<file path="config.mk">
export PLATFORM = sky130hd
export DESIGN_NAME = multicycle_control_fsm
export DESIGN_NICKNAME = d
export VERILOG_FILES = /design/src/rtl/multicycle_control_fsm.sv
export SDC_FILE = /design/constraint.sdc
export NUM_CORES = 1
export LEC_CHECK = 0
export BUFFER_PORTS_ARGS = -buffer_cell sky130_fd_sc_hd__buf_2
export CORE_AREA = 4 4 49 51
export CTS_CLUSTER_SIZE = 12
export DETAILED_ROUTE_END_ITERATION = 10
export DIE_AREA = 0 0 53 55
export PLACE_DENSITY = 0.73
export SKIP_CTS_REPAIR_TIMING = 1
export SKIP_LAST_GASP = 1
export SLEW_MARGIN = 20
export SYNTH_ARGS = -nofsm -noshare
export SYNTH_HDL_FRONTEND = slang
export SYNTH_SLANG_ARGS = --single-unit
</file>
<file path="constraint.sdc">
create_clock -name clk -period 2.6 [get_ports clk]
set_clock_uncertainty 0.15 [all_clocks]
set_input_delay 0.39 -clock clk [delete_from_list [all_inputs] [get_ports clk]]
set_output_delay 0.39 -clock clk [all_outputs]
set_load 0.05 [all_outputs]
</file>
<file path="src/rtl/multicycle_control_fsm.sv">
// Multi-cycle RV64 control FSM: sequences fetch/decode/execute/mem/writeback and drives datapath controls.
// Latency: FETCH to next FETCH is 3 (beq), 4 (R/I, store) or 5 (load) cycles plus one per mem_ready-low cycle.
// Backpressure: mem_ready low stalls FETCH and MEM with the request held; it is ignored in all other states.

package control_signals;
    typedef enum logic [2:0] {
        OP_SUB = 3'b000,
        OP_AND = 3'b001,
        OP_OR  = 3'b011,
        OP_ADD = 3'b111
    } Alu_Operation_t;

    typedef enum logic {
        ALU_SRC_REG = 1'b0,
        ALU_SRC_IMM = 1'b1
    } Alu_Src_t;

    typedef enum logic {
        REG_SRC_MEM = 1'b0,
        REG_SRC_ALU = 1'b1
    } Reg_Data_Src_t;
endpackage

module multicycle_control_fsm
    import control_signals::*;
(
    input  logic                  clk,
    input  logic                  rst_n,
    input  logic [31:0]           instr,
    input  logic                  mem_ready,
    output Alu_Operation_t        alu_op,
    output Alu_Src_t              alu_src,
    output Reg_Data_Src_t         reg_src,
    output logic                  ir_write,
    output logic                  pc_write,
    output logic                  branch,
    output logic                  mem_read,
    output logic                  mem_write,
    output logic                  reg_write,
    output logic                  illegal
);

    typedef enum logic [2:0] {
        S_IDLE,
        S_FETCH,
        S_DECODE,
        S_EXECUTE,
        S_MEM,
        S_WRITEBACK,
        S_TRAP
    } state_t;

    typedef enum logic [2:0] {
        C_ALU,
        C_LOAD,
        C_STORE,
        C_BRANCH,
        C_ILLEGAL
    } class_t;

    state_t         state, state_nxt;
    logic           run_en;

    class_t         dec_cls, lat_cls;
    Alu_Operation_t dec_op, lat_op;
    Alu_Src_t       dec_src, lat_src;
    Reg_Data_Src_t  dec_rsrc, lat_rsrc;

    logic [6:0]     opcode;
    logic [2:0]     f3;
    logic           f7b;
    logic           unused_instr_bits;

    assign opcode            = instr[6:0];
    assign f3                = instr[14:12];
    assign f7b               = instr[30];
    assign unused_instr_bits = ^{instr[31], instr[29:15], instr[11:7]};

    always_comb begin
        dec_cls  = C_ILLEGAL;
        dec_op   = OP_ADD;
        dec_src  = ALU_SRC_REG;
        dec_rsrc = REG_SRC_ALU;
        case (opcode)
            7'b0110011: begin
                case ({f7b, f3})
                    4'b0_000: begin dec_cls = C_ALU; dec_op = OP_ADD; end
                    4'b1_000: begin dec_cls = C_ALU; dec_op = OP_SUB; end
                    4'b0_111: begin dec_cls = C_ALU; dec_op = OP_AND; end
                    4'b0_110: begin dec_cls = C_ALU; dec_op = OP_OR;  end
                    default:  dec_cls = C_ILLEGAL;
                endcase
            end
            7'b0010011: begin
                dec_src = ALU_SRC_IMM;
                case (f3)
                    3'b000:  begin dec_cls = C_ALU; dec_op = OP_ADD; end
                    3'b111:  begin dec_cls = C_ALU; dec_op = OP_AND; end
                    3'b110:  begin dec_cls = C_ALU; dec_op = OP_OR;  end
                    default: dec_cls = C_ILLEGAL;
                endcase
            end
            7'b0000011: begin
                dec_src  = ALU_SRC_IMM;
                dec_rsrc = REG_SRC_MEM;
                if (f3 == 3'b010 || f3 == 3'b011) dec_cls = C_LOAD;
            end
            7'b0100011: begin
                dec_src = ALU_SRC_IMM;
                if (f3 == 3'b010 || f3 == 3'b011) dec_cls = C_STORE;
            end
            7'b1100011: begin
                dec_op = OP_SUB;
                if (f3 == 3'b000) dec_cls = C_BRANCH;
            end
            default: dec_cls = C_ILLEGAL;
        endcase
    end

    // run_en delays the first FETCH by one full cycle after reset release.
    always_ff @(posedge clk or negedge rst_n) begin
        if (!rst_n) begin
            state  <= S_IDLE;
            run_en <= 1'b0;
        end else begin
            state  <= state_nxt;
            run_en <= 1'b1;
        end
    end

    always_ff @(posedge clk or negedge rst_n) begin
        if (!rst_n) begin
            lat_cls  <= C_ILLEGAL;
            lat_op   <= OP_ADD;
            lat_src  <= ALU_SRC_REG;
            lat_rsrc <= REG_SRC_ALU;
        end else if (state == S_DECODE) begin
            lat_cls  <= dec_cls;
            lat_op   <= dec_op;
            lat_src  <= dec_src;
            lat_rsrc <= dec_rsrc;
        end
    end

    always_comb begin
        state_nxt = state;
        case (state)
            S_IDLE:      if (run_en) state_nxt = S_FETCH;
            S_FETCH:     if (mem_ready) state_nxt = S_DECODE;
            S_DECODE:    state_nxt = (dec_cls == C_ILLEGAL) ? S_TRAP : S_EXECUTE;
            S_EXECUTE: begin
                case (lat_cls)
                    C_ALU:             state_nxt = S_WRITEBACK;
                    C_LOAD, C_STORE:   state_nxt = S_MEM;
                    C_BRANCH:          state_nxt = S_FETCH;
                    default:           state_nxt = S_TRAP;
                endcase
            end
            S_MEM:       if (mem_ready) state_nxt = (lat_cls == C_LOAD) ? S_WRITEBACK : S_FETCH;
            S_WRITEBACK: state_nxt = S_FETCH;
            S_TRAP:      state_nxt = S_TRAP;
            default:     state_nxt = S_IDLE;
        endcase
    end

    always_comb begin
        alu_op    = OP_ADD;
        alu_src   = ALU_SRC_REG;
        reg_src   = REG_SRC_ALU;
        ir_write  = 1'b0;
        pc_write  = 1'b0;
        branch    = 1'b0;
        mem_read  = 1'b0;
        mem_write = 1'b0;
        reg_write = 1'b0;
        illegal   = 1'b0;
        case (state)
            S_FETCH: begin
                mem_read = 1'b1;
                ir_write = mem_ready;
                pc_write = mem_ready;
            end
            S_EXECUTE: begin
                alu_op  = lat_op;
                alu_src = lat_src;
                branch  = (lat_cls == C_BRANCH);
            end
            S_MEM: begin
                mem_read  = (lat_cls == C_LOAD);
                mem_write = (lat_cls == C_STORE);
            end
            S_WRITEBACK: begin
                reg_write = 1'b1;
                reg_src   = lat_rsrc;
            end
            S_TRAP:  illegal = 1'b1;
            default: ;
        endcase
    end

endmodule

</file>
==> out/qor.json <==
{
  "status": {"value": "completed"},
  "drt_iter0_drc": {"value": 26},
  "clockBufferDepth": {"value": 2},
  "synth_mux_area_share": {"value": 2.522, "unit": "%"},
  "timing.critical_path.buf_inv": {"value": 2},
  "globalplace.congestion": {"value": 0.8135},
  "synth_top_family_by_area": {"value": "simple AND/OR/NAND/NOR gates"},
  "grt_start_max_net_pins": {"value": 13},
  "filler_free_cell_count_of_the_finished_design": {"value": 149},
  "library_cell_used_as_clock_root_buffer": {"value": "clkbuf_4"},
  "drv_cap": {"value": 0},
  "ys_seq_area_share": {"value": 36.35, "unit": "%"},
  "async_reset_ff_share": {"value": 100.0, "unit": "%"},
  "syn_inst": {"value": 98},
  "yosys_warnings": {"value": 0},
  "post_synth_xor_area_fraction": {"value": 1.039, "unit": "%"},
  "start_util": {"value": 43.43, "unit": "%"},
  "syn_nets": {"value": 133},
  "combined_global_route_utilization_of_all_metal_layers": {"value": 15.08, "unit": "%"},
  "via_total_after_detailed_routing": {"value": 833},
  "post_synth_and_or_nand_nor_area_fraction": {"value": 31.60, "unit": "%"},
  "grt_antenna_before_repair": {"value": 0},
  "slowest_delay": {"value": 0.54, "unit": "ns"},
  "routed_wire_length": {"value": 1921, "unit": "microns"},
  "fin_crit": {"value": 2.104, "unit": "ns"},
  "drc": {"value": 0},
  "numCtsBuffers": {"value": 3},
  "leakage": {"value": 0.4597, "unit": "nW"},
  "hold_ws": {"value": 0.2676, "unit": "ns"},
  "setup.worst_path.start": {"value": "state[1]"},
  "num_rows": {"value": 16},
  "die_height": {"value": 55, "unit": "microns"},
  "synth.ff_latch_count": {"value": 12},
  "grt_pass1_wl": {"value": 3174, "unit": "microns"},
  "syn_avg_cell_area": {"value": 8.605, "unit": "sq um"},
  "worst-slew-pin-transition": {"value": 0.5165, "unit": "ns"},
  "clock_sinks": {"value": 12},
  "die_area": {"value": 0.002915, "unit": "sq mm"},
  "hold_viol_final": {"value": 0},
  "critical-path-slowest-cell": {"value": "dfrtp_1"},
  "filler_cell_count": {"value": 200},
  "congestion_overflow_gr": {"value": 0},
  "power.density": {"value": 738.0, "unit": "mW/mm^2"},
  "worst-setup-path-type": {"value": "flop to output port"},
  "setup_crit_start_kind": {"value": "flop"},
  "mostFrequentLayoutCells": {"value": "25 x buf_2, 9 x nor2_1, 8 x nand2_1"},
  "fmax": {"value": 0.4752, "unit": "GHz"},
  "synth-compound-area-share": {"value": 21.81, "unit": "%"},
  "io-pin-count": {"value": 47},
  "fin_tns_setup": {"value": 0, "unit": "ns"},
  "yosys.area_share.adder": {"value": 0, "unit": "%"},
  "route.detailed.wl_per_inst": {"value": 12.89, "unit": "microns"},
  "placeableCoreArea": {"value": 0.001942, "unit": "sq mm"},
  "detailed_place_hpwl": {"value": 1529, "unit": "microns"},
  "final_critical_path_share_of_the_clock_period": {"value": 80.94, "unit": "%"},
  "timing.final.max_slew_violations": {"value": 0},
  "layout_commonest_cell": {"value": "buf_2"},
  "fin_total_pwr": {"value": 0.7461, "unit": "mW"},
  "largest_fanout_of_any_net_on_the_critical_path": {"value": 12},
  "dieWidth": {"value": 53, "unit": "microns"},
  "port-buffer-count": {"value": 25},
  "path_delay_family": {"value": "flip-flops"},
  "post_synthesis_cell_area": {"value": 843.3, "unit": "sq um"},
  "areaGrowthSynthToFinish": {"value": 19.88, "unit": "%"},
  "rsz_0062_raised_after_global_routing": {"value": "no"},
  "clk_lat_worst_skew": {"value": 0.27, "unit": "ns"},
  "slew-limit-headroom": {"value": 64.67, "unit": "%"},
  "drive_gt1_share": {"value": 32.79, "unit": "%"},
  "viasPerCell": {"value": 5.591},
  "final_core_utilization": {"value": 52.06, "unit": "%"},
  "synth_edf_count": {"value": 0},
  "yosys.cell_types.count": {"value": 46},
  "numPlacedInstances": {"value": 144},
  "report.final.setup_viol": {"value": 0},
  "remaining_number_of_nets_flagged_by_the_antenna_check_after_routing": {"value": 0},
  "clkTransAtPathRegs": {"value": 0.07, "unit": "ns"},
  "timing.reg2reg.setup_slack": {"value": 0.69, "unit": "ns"},
  "firstDrtPassIters": {"value": 4},
  "regToRegStartpoint": {"value": "state[1]"},
  "grt_pass1_vias": {"value": 768},
  "timing.critical_path.arrival": {"value": 1.56, "unit": "ns"},
  "layout.nets": {"value": 158},
  "hold_path.startpoint": {"value": "instr[5]"},
  "clock_tree_from_tritoncts": {"value": "done"},
  "worst_hold_path_type": {"value": "input pin to flop"},
  "critPathCaptureType": {"value": "output port"},
  "cts_max_level": {"value": 1},
  "path_cells": {"value": "inv_1, or3_1, buf_2"},
  "worst_ep_required_time": {"value": 2.06, "unit": "ns"},
  "n_antenna_cell": {"value": 0},
  "worst_ir_drop_vdd": {"value": 0.4180, "unit": "mV"},
  "synth_top_flop_cell": {"value": "dfrtp_1"}
}
==> kinds of logic after synthesis <==
family / count (synthesis)
buffers and inverters: 11
other: 1
and+or+nand+nor: 47
AOI/OAI and AO/OA: 24
DFF: 12
muxes: 2
xor gates and xnor gates: 1
==> worst register-to-register path, stage by stage, from the launching register on <==
cell and delay, ns:
dfrtp_1 0.54, or3b_2 0.57, a2111oi_0 0.46, a21o_1 0.13
==> cell type report <==
| type | instances | area (sq um) | share of cell area (%) |
|---|---|---|---|
| multi-input combinational | 75 | 490.5 | 48.51 |
| sequential | 12 | 306.5 | 30.32 |
| timing repair buffer | 26 | 135.1 | 13.37 |
| tap | 27 | 33.78 | 3.342 |
| clock buffer | 4 | 26.28 | 2.599 |
| inverter | 5 | 18.77 | 1.856 |
==> final timing paths <==
check,endpoint,depth (start not counted)
max,alu_op[0],3
max reg2reg,lat_src,3
min,lat_op[0],2
max in group asynchronous,lat_op[2],2
min in group asynchronous,run_en,2
min reg2reg,lat_src,1
==> Yosys cell counts, drive strengths merged (2+ instances only) <==
master | number | share of area (%)
clkbuf | 4 | 1.8
dfrtp | 7 | 21
a21oi | 2 | 1.2
nand2 | 8 | 3.6
dfstp | 5 | 16
o21ai | 4 | 2.4
inv | 5 | 2.2
nand3b | 2 | 1.8
buf | 2 | 2.2
a21o | 2 | 1.8
nor2b | 2 | 1.5
nand2b | 5 | 3.7
o22ai | 2 | 1.5
nand3 | 4 | 2.4
or3 | 4 | 3.0
and3 | 2 | 1.5
or3b | 2 | 2.1
o221ai | 2 | 2.8
a2111oi | 2 | 2.1
nor2 | 9 | 4.0
==> per-stage QoR <==
step                      setup slack, ns  instance area (sq um)
after floorplan                    0.4855                  849.6
after global placement             0.6263                  974.7
after detailed placement           0.6315                  974.7
after CTS                          0.4747                   1001
after global routing               0.3583                   1011
final                              0.4955                   1011
==> flip-flops by register name, summed over array words and instances, names as in the netlist <==
signal and flops:
lat_rsrc 1, lat_cls 3, run_en 1, lat_op 3
lat_src 1, state 3
==> power breakdown <==
part / leakage, nW / internal [mW] / switching [mW] / total (mW)
Combinational: 0.301 / 0.115 / 0.216 / 0.331
Clock: 0.0150 / 0.0594 / 0.0591 / 0.118
Sequential: 0.144 / 0.236 / 0.0601 / 0.296
==> metal layers <==
layer / share of wire, % / track usage (%) / vias up
met5: 0 / 0 / -
met4: 2.3 / 8.511 / 0
met3: 5.5 / 4.558 / 4
met2: 53 / 26.03 / 26
met1: 39 / 16.56 / 395
li1: - / - / 408
Power figures use the tool's default switching activity.
